$ cat config.mk
export PLATFORM = sky130hd
export DESIGN_NAME = lcd_text_feeder
export DESIGN_NICKNAME = d
export VERILOG_FILES = /design/src/rtl/lcd_text_feeder.sv
export SDC_FILE = /design/constraint.sdc
export NUM_CORES = 1
export LEC_CHECK = 0
export BUFFER_PORTS_ARGS = -buffer_cell sky130_fd_sc_hd__buf_2
export CAP_MARGIN = 5
export CORE_UTILIZATION = 30
export DETAILED_ROUTE_END_ITERATION = 10
export PLACE_DENSITY_LB_ADDON = 0.2
export SLEW_MARGIN = 20
export SYNTH_ARGS = -nofsm -noshare
export SYNTH_HDL_FRONTEND = slang
export SYNTH_SLANG_ARGS = --single-unit
$ cat constraint.sdc
create_clock -name clk -period 2.5 [get_ports clk]
set_input_delay 0.25 -clock clk [delete_from_list [all_inputs] [get_ports clk]]
set_output_delay 0.25 -clock clk [all_outputs]
set_load 0.005 [all_outputs]
$ cat src/rtl/lcd_text_feeder.sv
// lcd_text_feeder: buffers ASCII bytes and turns them into LCD command/data requests for a COLS x 2 display.
// Latency: a byte pushed into an empty FIFO at edge N raises lcd_req after edge N+2; one printable char per 3 cycles.
// Backpressure: in_ready drops when the FIFO is full (overflowing bytes are dropped, sticky overflow); requests hold until lcd_ack.
// Optional feature macro LCD_AUTOCLEAR_EN: clear the display before the first character after a row1->row0 wrap.
module lcd_text_feeder #(
  parameter int FIFO_DEPTH = 16,
  parameter int COLS       = 16
) (
  input  logic                          clk,
  input  logic                          rst,
  input  logic                          in_valid,
  input  logic [7:0]                    in_data,
  output logic                          in_ready,
  input  logic                          init_done,
  output logic                          lcd_req,
  output logic                          lcd_rs,
  output logic [7:0]                    lcd_byte,
  input  logic                          lcd_ack,
  output logic [5:0]                    cursor_col,
  output logic                          cursor_row,
  output logic [$clog2(FIFO_DEPTH):0]   fifo_count,
  output logic                          busy,
  output logic                          overflow
);

  localparam int AW = $clog2(FIFO_DEPTH);
  localparam int CW = AW + 1;

  typedef enum logic [2:0] {
    ST_IDLE,
    ST_DISPATCH,
    ST_CLR,
    ST_ADDR,
    ST_DATA
  } state_t;

  // FIFO storage and pointers
  logic [7:0]    mem_q [FIFO_DEPTH];
  logic [AW-1:0] wr_ptr_q, rd_ptr_q;
  logic [CW-1:0] count_q, count_d;
  logic          overflow_q;
  logic          push, pop;
  logic [7:0]    fifo_head;

  // FSM and cursor state
  state_t        state_q;
  logic [7:0]    cur_q;
  logic [5:0]    col_q;
  logic          row_q;
  logic          wrap_q;
  logic          req_q, rs_q;
  logic [7:0]    byte_q;
`ifdef LCD_AUTOCLEAR_EN
  logic          autoclr_q;
`endif

  // Derived decode of the current byte and cursor addresses
  logic          cur_printable;
  logic          last_col;
  logic [7:0]    addr_here;
  logic [7:0]    addr_newline;

  assign in_ready   = (count_q != CW'(FIFO_DEPTH));
  assign push       = in_valid && in_ready;
  assign pop        = (state_q == ST_IDLE) && (count_q != '0) && init_done;
  assign fifo_head  = mem_q[rd_ptr_q];

  assign fifo_count = count_q;
  assign overflow   = overflow_q;
  assign busy       = (state_q != ST_IDLE);
  assign lcd_req    = req_q;
  assign lcd_rs     = rs_q;
  assign lcd_byte   = byte_q;
  assign cursor_col = col_q;
  assign cursor_row = row_q;

  // Classify the dispatched byte and precompute set-DDRAM-address commands
  always_comb begin
    cur_printable = (cur_q >= 8'h20) && (cur_q <= 8'h7E);
    last_col      = (col_q == 6'(COLS - 1));
    addr_here     = 8'h80 | ((row_q ? 8'h40 : 8'h00) + {2'b00, col_q});
    // newline without a pending wrap lands at column 0 of the other row
    addr_newline  = row_q ? 8'h80 : 8'hC0;
  end

  // Next FIFO occupancy from simultaneous push/pop
  always_comb begin
    count_d = count_q;
    case ({push, pop})
      2'b10:   count_d = count_q + 1'b1;
      2'b01:   count_d = count_q - 1'b1;
      default: count_d = count_q;
    endcase
  end

  // FIFO data array, no reset needed since pointers gate every read
  always_ff @(posedge clk) begin
    if (push) mem_q[wr_ptr_q] <= in_data;
  end

  // FIFO pointers, occupancy and sticky drop flag
  always_ff @(posedge clk or posedge rst) begin
    if (rst) begin
      wr_ptr_q   <= '0;
      rd_ptr_q   <= '0;
      count_q    <= '0;
      overflow_q <= 1'b0;
    end else begin
      if (push) wr_ptr_q <= wr_ptr_q + 1'b1;
      if (pop)  rd_ptr_q <= rd_ptr_q + 1'b1;
      count_q <= count_d;
      if (in_valid && !in_ready) overflow_q <= 1'b1;
    end
  end

  // Character dispatch FSM with registered request outputs and cursor tracking
  always_ff @(posedge clk or posedge rst) begin
    if (rst) begin
      state_q   <= ST_IDLE;
      cur_q     <= 8'h00;
      col_q     <= 6'd0;
      row_q     <= 1'b0;
      wrap_q    <= 1'b0;
      req_q     <= 1'b0;
      rs_q      <= 1'b0;
      byte_q    <= 8'h00;
`ifdef LCD_AUTOCLEAR_EN
      autoclr_q <= 1'b0;
`endif
    end else begin
      case (state_q)
        ST_IDLE: begin
          if (pop) begin
            cur_q   <= fifo_head;
            state_q <= ST_DISPATCH;
          end
        end

        ST_DISPATCH: begin
          if (cur_q == 8'h0C) begin
            req_q   <= 1'b1;
            rs_q    <= 1'b0;
            byte_q  <= 8'h01;
            state_q <= ST_CLR;
          end else if (cur_q == 8'h0A) begin
            // a newline right after a line wrap only consumes the wrap
            if (wrap_q) begin
              wrap_q <= 1'b0;
              byte_q <= addr_here;
            end else begin
              col_q  <= 6'd0;
              row_q  <= ~row_q;
              byte_q <= addr_newline;
`ifdef LCD_AUTOCLEAR_EN
              if (row_q) autoclr_q <= 1'b1;
`endif
            end
            req_q   <= 1'b1;
            rs_q    <= 1'b0;
            state_q <= ST_ADDR;
          end else if (cur_printable) begin
`ifdef LCD_AUTOCLEAR_EN
            if (autoclr_q) begin
              req_q   <= 1'b1;
              rs_q    <= 1'b0;
              byte_q  <= 8'h01;
              state_q <= ST_CLR;
            end else
`endif
            if (wrap_q) begin
              req_q   <= 1'b1;
              rs_q    <= 1'b0;
              byte_q  <= addr_here;
              state_q <= ST_ADDR;
            end else begin
              req_q   <= 1'b1;
              rs_q    <= 1'b1;
              byte_q  <= cur_q;
              state_q <= ST_DATA;
            end
          end else begin
            state_q <= ST_IDLE;
          end
        end

        ST_CLR: begin
          if (lcd_ack) begin
            col_q  <= 6'd0;
            row_q  <= 1'b0;
            wrap_q <= 1'b0;
`ifdef LCD_AUTOCLEAR_EN
            autoclr_q <= 1'b0;
            // an automatic clear continues with the character that triggered it
            if (autoclr_q && cur_printable) begin
              rs_q    <= 1'b1;
              byte_q  <= cur_q;
              state_q <= ST_DATA;
            end else begin
              req_q   <= 1'b0;
              state_q <= ST_IDLE;
            end
`else
            req_q   <= 1'b0;
            state_q <= ST_IDLE;
`endif
          end
        end

        ST_ADDR: begin
          if (lcd_ack) begin
            wrap_q <= 1'b0;
            if (cur_printable) begin
              rs_q    <= 1'b1;
              byte_q  <= cur_q;
              state_q <= ST_DATA;
            end else begin
              req_q   <= 1'b0;
              state_q <= ST_IDLE;
            end
          end
        end

        ST_DATA: begin
          if (lcd_ack) begin
            if (last_col) begin
              col_q  <= 6'd0;
              row_q  <= ~row_q;
              wrap_q <= 1'b1;
`ifdef LCD_AUTOCLEAR_EN
              if (row_q) autoclr_q <= 1'b1;
`endif
            end else begin
              col_q <= col_q + 6'd1;
            end
            req_q   <= 1'b0;
            state_q <= ST_IDLE;
          end
        end

        default: begin
          req_q   <= 1'b0;
          state_q <= ST_IDLE;
        end
      endcase
    end
  end

endmodule

==> flow_metrics.env, run 1 <==
export IMPL_std_cell_rows=56
export IMPL_worstSetupPathType="reg -> reg"
export IMPL_start_util_pct=30.89
export IMPL_drive_above_1_share_pct=29.94
export IMPL_die_width_um=158.4
export IMPL_outcome="finished clean"
export IMPL_end_kind="register"
export IMPL_tns_ns=0
export IMPL_cts_buffer_depth=2
export IMPL_powerDensity_mw_per_mm2=1155
export IMPL_worst_slack_ns=0.1640
export IMPL_worstPathArrival_ns=2.69
export IMPL_synth_async_sr_flop_share_pct=25.15
export IMPL_root_buffer="clkbuf_16"
export IMPL_place_inst=816
export IMPL_ys_seq_elements=171
export IMPL_report_final_slew_viol_count=0
export IMPL_cts_num_sinks=171
export IMPL_vdd_drop_max_mv=0.5152
export IMPL_synth_cells=464
export IMPL_synth_avg_cell_area_sq_um=15.82
export IMPL_routedWlPerCell_um=18.54
export IMPL_fin_hold_ws_ns=0.07144
export IMPL_p_leak_uw=0.003011
export IMPL_period_share_pct=93.44
export IMPL_final_cells=850
export IMPL_drt_total_wl_mm=15.76
export IMPL_synth_most_common_cell="edfxtp_1"
export IMPL_synth_top_area_cell="edfxtp_1"
export IMPL_vias=4142
export IMPL_globalRouteTotalUtil_pct=13.60
export IMPL_cp_max_fo=7
export IMPL_worst_pin_slew_ns=0.8432
export IMPL_synth_edf_count=128
export IMPL_insertion_delay_ns=0.43
export IMPL_cts_tree="yes"
export IMPL_syn_nets=486
export IMPL_grt_start_max_net_pins=44
export IMPL_period_needed_ns=2.336
export IMPL_placed_cell_area_sq_mm=0.007979
export IMPL_area_growth_pct=17.36
export IMPL_rsz0062_at_grt="no"
export IMPL_max_freq_mhz=428.1
export IMPL_io_pins=38
export IMPL_final_hold_viol_count=0
export IMPL_max_slew_margin_pct=43.58
export IMPL_io_buffers=37
export IMPL_dpl_hpwl_mm=10.54
export IMPL_drt_iter0_markers=260
export IMPL_min_path_type="in -> reg"
export IMPL_cap_violations=0
export IMPL_nNetsFinal=540
export IMPL_die_area_sq_mm=0.02509
export IMPL_synthTopCellsByArea="edfxtp_1 (52%), dfrtp_1 (15%), mux4_2 (9.8%), o21ai_0 (1.8%), ha_1 (1.5%)"
export IMPL_clkTransAtPathRegs_ns=0.07
export IMPL_die_y_um=158.4
export IMPL_vias_per_cell=4.873
export IMPL_synthFlopType="edfxtp_1"
export IMPL_dpl_worst_slack_ns=0.08763
export IMPL_htreeDepth=4
export IMPL_gp_congestion=0.7644
export IMPL_yosysWarnings=0
export IMPL_fin_area_sq_mm=0.008612
export IMPL_rrSetupSlack_ns=0.16
export IMPL_drc_errors=0
export IMPL_synth_common_cells="edfxtp_1 (128), dfrtp_1 (43), mux4_2 (32), nor2_1 (28), o21ai_0 (27)"
export IMPL_setup_viol=0
export IMPL_skew_ns=0.01322
export IMPL_synth_area_sq_mm=0.007338
export IMPL_ys_seq_area_share_pct=67.04
export IMPL_cts_made_buffers=17
export IMPL_antenna_found_initial=0
export IMPL_overflow=0
export IMPL_critPathRequiredTime_ns=2.86
export IMPL_diodes=0
export IMPL_ys_types=57
export IMPL_grt_pass1_vias=4248
export IMPL_core_sq_mm=0.02375
export IMPL_ant_nets=0
export IMPL_synth_top_cell_area_share_pct=52.38
export IMPL_first_pass_iters=4
export IMPL_worstSetupStartpointType="register"
export IMPL_grt_pass1_wl_mm=24.75
-- final timing paths --
check,cells after the start,to,startpoint
setup reg to reg,9,fifo_count[3]$_DFFE_PP0P_,fifo_count[3]$_DFFE_PP0P_
setup / recovery,9,fifo_count[3]$_DFFE_PP0P_,fifo_count[3]$_DFFE_PP0P_
hold reg to reg,1,overflow$_DFFE_PP0P_,overflow$_DFFE_PP0P_
hold / removal,2,overflow$_DFFE_PP0P_,in_valid
min in group asynchronous,3,fifo_count[4]$_DFFE_PP0P_,rst
max in group asynchronous,3,rd_ptr_q[1]$_DFFE_PP0P_,rst
-- cell type report --
cell class | count | area [sq um]
inverter | 12 | 48.80
clock buffer | 17 | 425.4
clock inverter | 15 | 155.1
sequential | 171 | 4921
multi-input combinational | 255 | 2295
timing repair buffer | 61 | 367.9
fill | 2256 | 15140
tap | 319 | 399.1
-- critical path, stage by stage, from the launching register on --
cell	delay [ns]
dfrtp_1	0.39
or4_4	0.55
o211ai_4	0.21
inv_4	0.08
ha_4	0.17
buf_4	0.16
xor2_1	0.23
a21oi_1	0.10
a21oi_1	0.23
xor2_1	0.16
-- cells in the final DEF (no fill, tap or decap), types with 3 or more instances in the layout --
cell type and instances:
buf_4 23, nand2_1 26, a22oi_1 10, o22ai_1 3, nor2b_1 4, nand2b_1 4
xor2_1 6, mux2i_1 9, a21oi_2 3, clkinv_8 3, xnor2_1 8, a21oi_1 15
inv_1 9, nor2_1 28, inv_6 4, o31ai_1 6, nand4_1 4, nand3_1 5
mux4_2 32, o21ai_0 26, ha_1 7, mux2_2 9, edfxtp_1 128, inv_8 4
clkbuf_16 17, nor3_1 6, buf_2 37, dfrtp_1 42
-- where the power goes --
part | switching [uW] | total, uW | internal (uW)
sequential | 447 | 4040 | 3600
clock | 1250 | 2580 | 1330
combinational | 1770 | 3320 | 1550
-- state kept, by name, summed over array words and instances, names as in the netlist --
| register | count |
|---|---|
| rd_ptr_q | 4 |
| cur_q | 8 |
| overflow | 1 |
| state_q | 3 |
| wr_ptr_q | 4 |
| lcd_req | 1 |
| wrap_q | 1 |
| cursor_row | 1 |
| mem_q | 128 |
| fifo_count | 5 |
| lcd_rs | 1 |
| lcd_byte | 8 |
| cursor_col | 6 |
-- what timing repair did --
| item | 4_1_cts | 5_1_grt |
|---|---|---|
| gates resized for setup | 0 | 6 |
| setup endpoints to repair | 0 | 2 |
| hold endpoints to repair | 0 | 4 |
| setup buffers | 0 | 1 |
| hold buffers | 0 | 1 |
-- kinds of logic after synthesis --
logic type	after synthesis	synth area share, %
and+or+nand+nor	99	7.212
xor gates and xnor gates	15	1.790
muxes	51	12.58
buffers and inverters	38	2.523
DFF	171	67.04
AOI/OAI and AO/OA	81	7.315
adders and majority gates	9	1.535
-- routing by layer --
metal | track usage, % | share of wire, %
met5 | 0 | 0
met4 | 3.022 | 0.80
met3 | 3.239 | 3.1
met2 | 22.06 | 48
met1 | 18.43 | 48
-- through the flow --
| stage | total power (uW) | utilization (%) |
|---|---|---|
| 2_1_floorplan | 6387 | - |
| 3_3_place_gp | 7373 | 33.59 |
| 3_5_place_dp | 7432 | 33.59 |
| 4_1_cts | 10030 | 36.04 |
| 5_1_grt | 10570 | 36.26 |
| 6_report | 9944 | 36.26 |
Power figures use the tool's default switching activity.
==> inputs of run 2 (changes only) <==
--- a/config.mk
+++ b/config.mk
@@ -7,7 +7,9 @@
 export LEC_CHECK = 0
 export BUFFER_PORTS_ARGS = -buffer_cell sky130_fd_sc_hd__buf_2
 export CAP_MARGIN = 5
-export CORE_UTILIZATION = 30
+export CELL_PAD_IN_SITES_DETAIL_PLACEMENT = 2
+export CELL_PAD_IN_SITES_GLOBAL_PLACEMENT = 2
+export CORE_UTILIZATION = 35
 export DETAILED_ROUTE_END_ITERATION = 10
 export PLACE_DENSITY_LB_ADDON = 0.2
 export SLEW_MARGIN = 20
==> flow_metrics.env, run 2 (synthesis results as in run 1) <==
export IMPL_outcome="finished clean"
export IMPL_die_y_um=146.8
export IMPL_clkPwrFrac_pct=26.0
export IMPL_cts_made_buffers=17
export IMPL_vdd_drop_max_mv=0.5831
export IMPL_max_freq_mhz=404.2
export IMPL_worstSetupStartpointType="register"
export IMPL_layout_commonest_cell="edfxtp_1"
export IMPL_period_share_pct=98.95
export IMPL_insertion_delay_ns=0.43
export IMPL_grt_pass1_wl_mm=28.22
export IMPL_seq_power_share_pct=40.2
export IMPL_cap_violations=0
export IMPL_dpl_worst_slack_ns=-0.0007836
export IMPL_drc_errors=0
export IMPL_htreeDepth=4
export IMPL_clkTransAtPathRegs_ns=0.07
export IMPL_p_leak_uw=0.003037
export IMPL_io_pins=38
export IMPL_diodes=0
export IMPL_nFillCells=1980
export IMPL_p_sw_uw=3498
export IMPL_skew_ns=0.009469
export IMPL_cts_num_sinks=171
export IMPL_cp_endpoint="fifo_count[4]$_DFFE_PP0P_"
export IMPL_drive_above_1_share_pct=30.60
export IMPL_placed_cell_area_sq_mm=0.007938
export IMPL_cp_startpoint="fifo_count[1]$_DFFE_PP0P_"
export IMPL_cts_tree="yes"
export IMPL_rr_worst_depth=11
export IMPL_min_path_type="in -> reg"
export IMPL_routedWlPerCell_um=22.00
export IMPL_largest_reg_flops=128
export IMPL_gp_congestion=0.7510
export IMPL_grt_start_max_net_pins=36
export IMPL_ant_nets=0
export IMPL_worstSetupPathType="reg -> reg"
export IMPL_overflow=0
export IMPL_globalRouteTotalUtil_pct=17.73
export IMPL_root_buffer="clkbuf_16"
export IMPL_rsz0062_at_grt="yes"
export IMPL_antenna_found_initial=0
export IMPL_power_switching_fraction_pct=34.62
export IMPL_r2r_end="fifo_count[4]$_DFFE_PP0P_"
export IMPL_r2r_start="fifo_count[1]$_DFFE_PP0P_"
export IMPL_final_cell_mix="edfxtp_1 (128), dfrtp_1 (42), buf_2 (37)"
export IMPL_area_growth_pct=17.10
export IMPL_std_cell_rows=52
export IMPL_max_slew_margin_pct=41.00
export IMPL_setup_viol=0
export IMPL_final_hold_viol_count=0
export IMPL_drt_total_wl_mm=17.73
export IMPL_vias_per_cell=5.230
export IMPL_combPwrFrac_pct=33.8
export IMPL_first_pass_iters=5
export IMPL_grt_pass1_vias=4728
export IMPL_powerDensity_mw_per_mm2=1176
export IMPL_report_final_slew_viol_count=0
export IMPL_worst_slack_ns=0.02623
export IMPL_drt_iter0_markers=247
export IMPL_p_int_uw=6607
export IMPL_nNetsFinal=545
export IMPL_vias=4215
export IMPL_io_buffers=37
export IMPL_fin_area_sq_mm=0.008593
export IMPL_tns_ns=0
export IMPL_fin_hold_ws_ns=0.07578
export IMPL_cp_max_fo=4
export IMPL_core_sq_mm=0.02036
export IMPL_critPathRequiredTime_ns=2.84
export IMPL_worst_pin_slew_ns=0.8818
export IMPL_start_util_pct=36.03
export IMPL_rrSetupSlack_ns=0.03
export IMPL_regMostFlops="mem_q"
export IMPL_die_area_sq_mm=0.02155
export IMPL_cts_buffer_depth=2
export IMPL_dpl_hpwl_mm=12.21
export IMPL_die_width_um=146.8
export IMPL_end_kind="register"
export IMPL_period_needed_ns=2.474
export IMPL_worstPathArrival_ns=2.82
run 2: cell count changes in the layout (fill, tap and decap cells not counted), sizes merged:
| cell | change |
|---|---|
| clkbuf | +1 |
| buf | +5 |
| inv | +1 |
| clkinvlp | +1 |
| bufinv | +1 |
| clkinv | -4 |
run 2: area by class of cell:
type                    instances  area, sq um  share of cell area (%)
clock inverters                14        152.6                   1.776
well taps                     270        337.8                   3.931
repair buffers                 66        417.9                   4.863
inverters                      12        47.55                  0.5533
multi-input cells             255         2287                   26.62
clock buffers                  18        429.2                   4.994
flip-flops and latches        171         4921                   57.27
run 2: critical path: stages, from the launching register on:
cell and delay [ns]:
dfrtp_1 0.38, or4_4 0.56, o211ai_4 0.24, inv_4 0.07
ha_4 0.16, xor2_1 0.14, ha_2 0.21, inv_2 0.04
nor3b_2 0.17, o21ai_1 0.07, a21oi_1 0.19, xor2_1 0.16
run 2: per-layer routing:
metal	wire length (um)	global-route usage [%]	part of all wire [%]
met1	8072	23.20	46
met2	9044	30.19	51
met3	408	3.168	2.3
met4	201	5.000	1.1
met5	0	0	0
run 2: worst min path at each step:
| stage | cells after the start | endpoint | from | slack (ns) |
|---|---|---|---|---|
| 4_1_cts | 2 | overflow$_DFFE_PP0P_ | in_valid | 0.05 |
| 3_3_place_gp | 2 | overflow$_DFFE_PP0P_ | rst | 0.37 |
| 2_1_floorplan | 0 | mem_q[0][0]$_DFFE_PP_ | in_data[0] | 0.35 |
| 5_1_grt | 2 | overflow$_DFFE_PP0P_ | in_valid | 0.06 |
| 3_5_place_dp | 2 | overflow$_DFFE_PP0P_ | rst | 0.38 |
| 6_report | 2 | overflow$_DFFE_PP0P_ | in_valid | 0.08 |
run 2: metrics by stage:
| step | util, % | power, uW | std cells |
|---|---|---|---|
| finish | 42.20 | 10110 | 806 |
| global route | 42.20 | 10710 | 806 |
| CTS | 41.97 | 10220 | 801 |
| detailed placement | 38.98 | 7526 | 768 |
| global placement | 38.98 | 7383 | 768 |
| floorplan | - | 6387 | 464 |
run 2: power by group through the flow:
stage	Sequential [uW]	Clock [uW]	Combinational [uW]
2_1_floorplan	3920	0	2470
3_3_place_gp	4080	0	3310
3_5_place_dp	4120	0	3400
4_1_cts	4070	2700	3450
5_1_grt	4140	2790	3790
6_report	4060	2630	3420
run 2: repair_timing:
item	4_1_cts	5_1_grt
setup endpoints to repair	1	10
hold endpoints to repair	23	0
gates resized for setup	2	4
buffers inserted	0	5
pin swaps	2	9
hold buffers	1	0
==> inputs of run 3 (changes only) <==
--- a/config.mk
+++ b/config.mk
@@ -5,6 +5,7 @@
 export SDC_FILE = /design/constraint.sdc
 export NUM_CORES = 1
 export LEC_CHECK = 0
+export ABC_AREA = 1
 export BUFFER_PORTS_ARGS = -buffer_cell sky130_fd_sc_hd__buf_2
 export CAP_MARGIN = 5
 export CELL_PAD_IN_SITES_DETAIL_PLACEMENT = 2
==> flow_metrics.env, run 3 <==
export IMPL_gp_congestion=0.7957
export IMPL_area_growth_pct=15.38
export IMPL_synth_edf_count=128
export IMPL_ant_nets=0
export IMPL_die_width_um=151.2
export IMPL_synth_top_cell_area_share_pct=49.33
export IMPL_final_cells=1132
export IMPL_synth_top_family_by_area="simple AND/OR/NAND/NOR gates"
export IMPL_tns_ns=0
export IMPL_synth_xor_area_share_pct=1.461
export IMPL_regMostFlops="mem_q"
export IMPL_clkTransAtPathRegs_ns=0.07
export IMPL_r2r_start="fifo_count[1]$_DFFE_PP0P_"
export IMPL_drt_iter0_markers=302
export IMPL_cts_tree="yes"
export IMPL_drive_above_1_share_pct=16.55
export IMPL_synth_compound_area_share_pct=6.214
export IMPL_cts_num_sinks=171
export IMPL_cap_violations=0
export IMPL_final_cell_mix="nand2_1 (168), nor2_1 (152), edfxtp_1 (128)"
export IMPL_report_final_slew_viol_count=0
export IMPL_htreeDepth=4
export IMPL_grt_start_max_net_pins=46
export IMPL_synth_common_cells="nand2_1 (169), nor2_1 (153), edfxtp_1 (128), o21ai_0 (74), nand3_1 (70)"
export IMPL_yosysWarnings=0
export IMPL_skew_ns=0.01202
export IMPL_drt_total_wl_mm=21.84
export IMPL_die_area_sq_mm=0.02286
export IMPL_vias_per_cell=5.107
export IMPL_antenna_found_initial=0
export IMPL_place_inst=1099
export IMPL_overflow=0
export IMPL_io_buffers=37
export IMPL_post_cts_buffers=0
export IMPL_start_util_pct=35.71
export IMPL_vias=5781
export IMPL_grt_pass1_wl_mm=35.35
export IMPL_diodes=0
export IMPL_synthTopCellsByArea="edfxtp_1 (49%), dfrtp_1 (14%), nand2_1 (8.1%), nor2_1 (7.4%), o21ai_0 (4.8%)"
export IMPL_worstPathArrival_ns=2.57
export IMPL_worstHoldStart="in_valid"
export IMPL_p_leak_uw=0.003672
export IMPL_cp_max_fo=5
export IMPL_drc_errors=0
export IMPL_max_slew_margin_pct=52.63
export IMPL_outcome="finished clean"
export IMPL_synth_cells=787
export IMPL_synthFlopType="edfxtp_1"
export IMPL_synth_async_sr_flop_share_pct=25.15
export IMPL_ys_seq_area_share_pct=63.13
export IMPL_ys_types=34
export IMPL_layout_commonest_cell="nand2_1"
export IMPL_syn_nets=809
export IMPL_cp_startpoint="fifo_count[1]$_DFFE_PP0P_"
export IMPL_ys_seq_elements=171
export IMPL_yosys_area_share_adder_pct=1.445
export IMPL_total_power_uw=10880
export IMPL_globalRouteTotalUtil_pct=20.68
export IMPL_first_pass_iters=4
export IMPL_worst_pin_slew_ns=0.7061
export IMPL_period_share_pct=90.45
export IMPL_worstSetupStartpointType="register"
export IMPL_powerDensity_mw_per_mm2=1210
export IMPL_max_freq_mhz=442.2
export IMPL_setup_viol=0
export IMPL_largest_reg_flops=128
export IMPL_synth_simple_gate_area_share_pct=23.83
export IMPL_synth_area_sq_mm=0.007792
export IMPL_critPathRequiredTime_ns=2.81
export IMPL_synth_most_common_cell="nand2_1"
export IMPL_io_pins=38
export IMPL_end_kind="register"
export IMPL_grt_pass1_vias=6379
export IMPL_final_hold_viol_count=0
export IMPL_routedWlPerCell_um=19.29
export IMPL_insertion_delay_ns=0.43
export IMPL_die_y_um=151.2
export IMPL_root_buffer="clkbuf_16"
export IMPL_period_needed_ns=2.261
export IMPL_synth_top_area_cell="edfxtp_1"
export IMPL_muxShareOfSynthArea_pct=0
export IMPL_min_path_type="in -> reg"
export IMPL_cts_buffer_depth=2
export IMPL_synth_avg_cell_area_sq_um=9.901
export IMPL_cts_made_buffers=17
export IMPL_std_cell_rows=54
export IMPL_nNetsFinal=861
export IMPL_core_sq_mm=0.02182
export IMPL_worstSetupPathType="reg -> reg"
export IMPL_dpl_hpwl_mm=15.09
export IMPL_vdd_drop_max_mv=0.4680
-- run 3: report_power, final --
part / switching [uW] / leakage (uW) / internal (uW)
sequential: 374 / 0.00170 / 3560
clock: 1190 / 0.000271 / 1400
combinational: 2990 / 0.00170 / 1360
total: 4560 / 0.00367 / 6320
-- run 3: cell families after synthesis --
family | count (synthesis)
simple gates | 432
flops | 171
compound gates | 89
buf+inv | 73
xor+xnor | 13
fa+ha+maj | 9
-- run 3: what timing repair did --
action | CTS | global route
cloned | 0 | 0
hold buffers | 1 | 0
endpoints found under the setup margin | 1 | 2
gates resized for setup | 1 | 5
hold endpoints to repair | 26 | 0
-- run 3: layer usage --
metal  share of wire [%]  global-route usage [%]  up-vias
met5                   0                       0        -
met4                 1.5                   6.350        0
met3                 3.2                   3.313       26
met2                  48                   33.72       92
met1                  47                   28.11     2915
li1                    -                       -     2748
-- run 3: final timing paths --
kind	endpoint	slack, ns	cells after the start
worst max register to register	fifo_count[4]$_DFFE_PP0P_	0.24	13
worst max-delay path	fifo_count[4]$_DFFE_PP0P_	0.24	13
worst min-delay path	overflow$_DFFE_PP0P_	0.12	3
max in group asynchronous	lcd_byte[1]$_DFFE_PP0P_	1.36	4
min in group asynchronous	fifo_count[3]$_DFFE_PP0P_	0.46	3
worst min register to register	lcd_req$_DFFE_PP0P_	0.48	2
-- run 3: through the flow --
step	instance area (sq um)	worst slack, ns	utilization (%)	hold slack, ns
floorplan	7792	0.1936	-	0.3489
global placement	8388	0.1662	38.44	0.3624
detailed placement	8388	0.004235	38.44	0.3711
CTS	8974	0.01073	41.12	0.09484
global route	8991	-0.003815	41.20	0.1246
finish	8991	0.2387	41.20	0.1199
-- run 3: critical path: stages (launching register included) --
cell,delay (ns)
dfrtp_1,0.45
nor2_2,0.15
nand4_1,0.16
nand2_2,0.16
ha_2,0.27
xor2_1,0.23
ha_1,0.20
a21oi_2,0.05
nor2_1,0.12
nand2_1,0.08
nand3_1,0.08
nand2_1,0.06
nand2_1,0.05
o21ai_0,0.08
-- run 3: cell type report --
cell class / instances / area (sq um)
Clock buffer: 19 / 432.9
Clock inverter: 13 / 137.6
Fill cell: 2316 / 12830
Inverter: 43 / 163.9
Multi-Input combinational cell: 543 / 2590
Sequential cell: 171 / 4921
Tap cell: 280 / 350.3
Timing Repair Buffer: 63 / 395.4
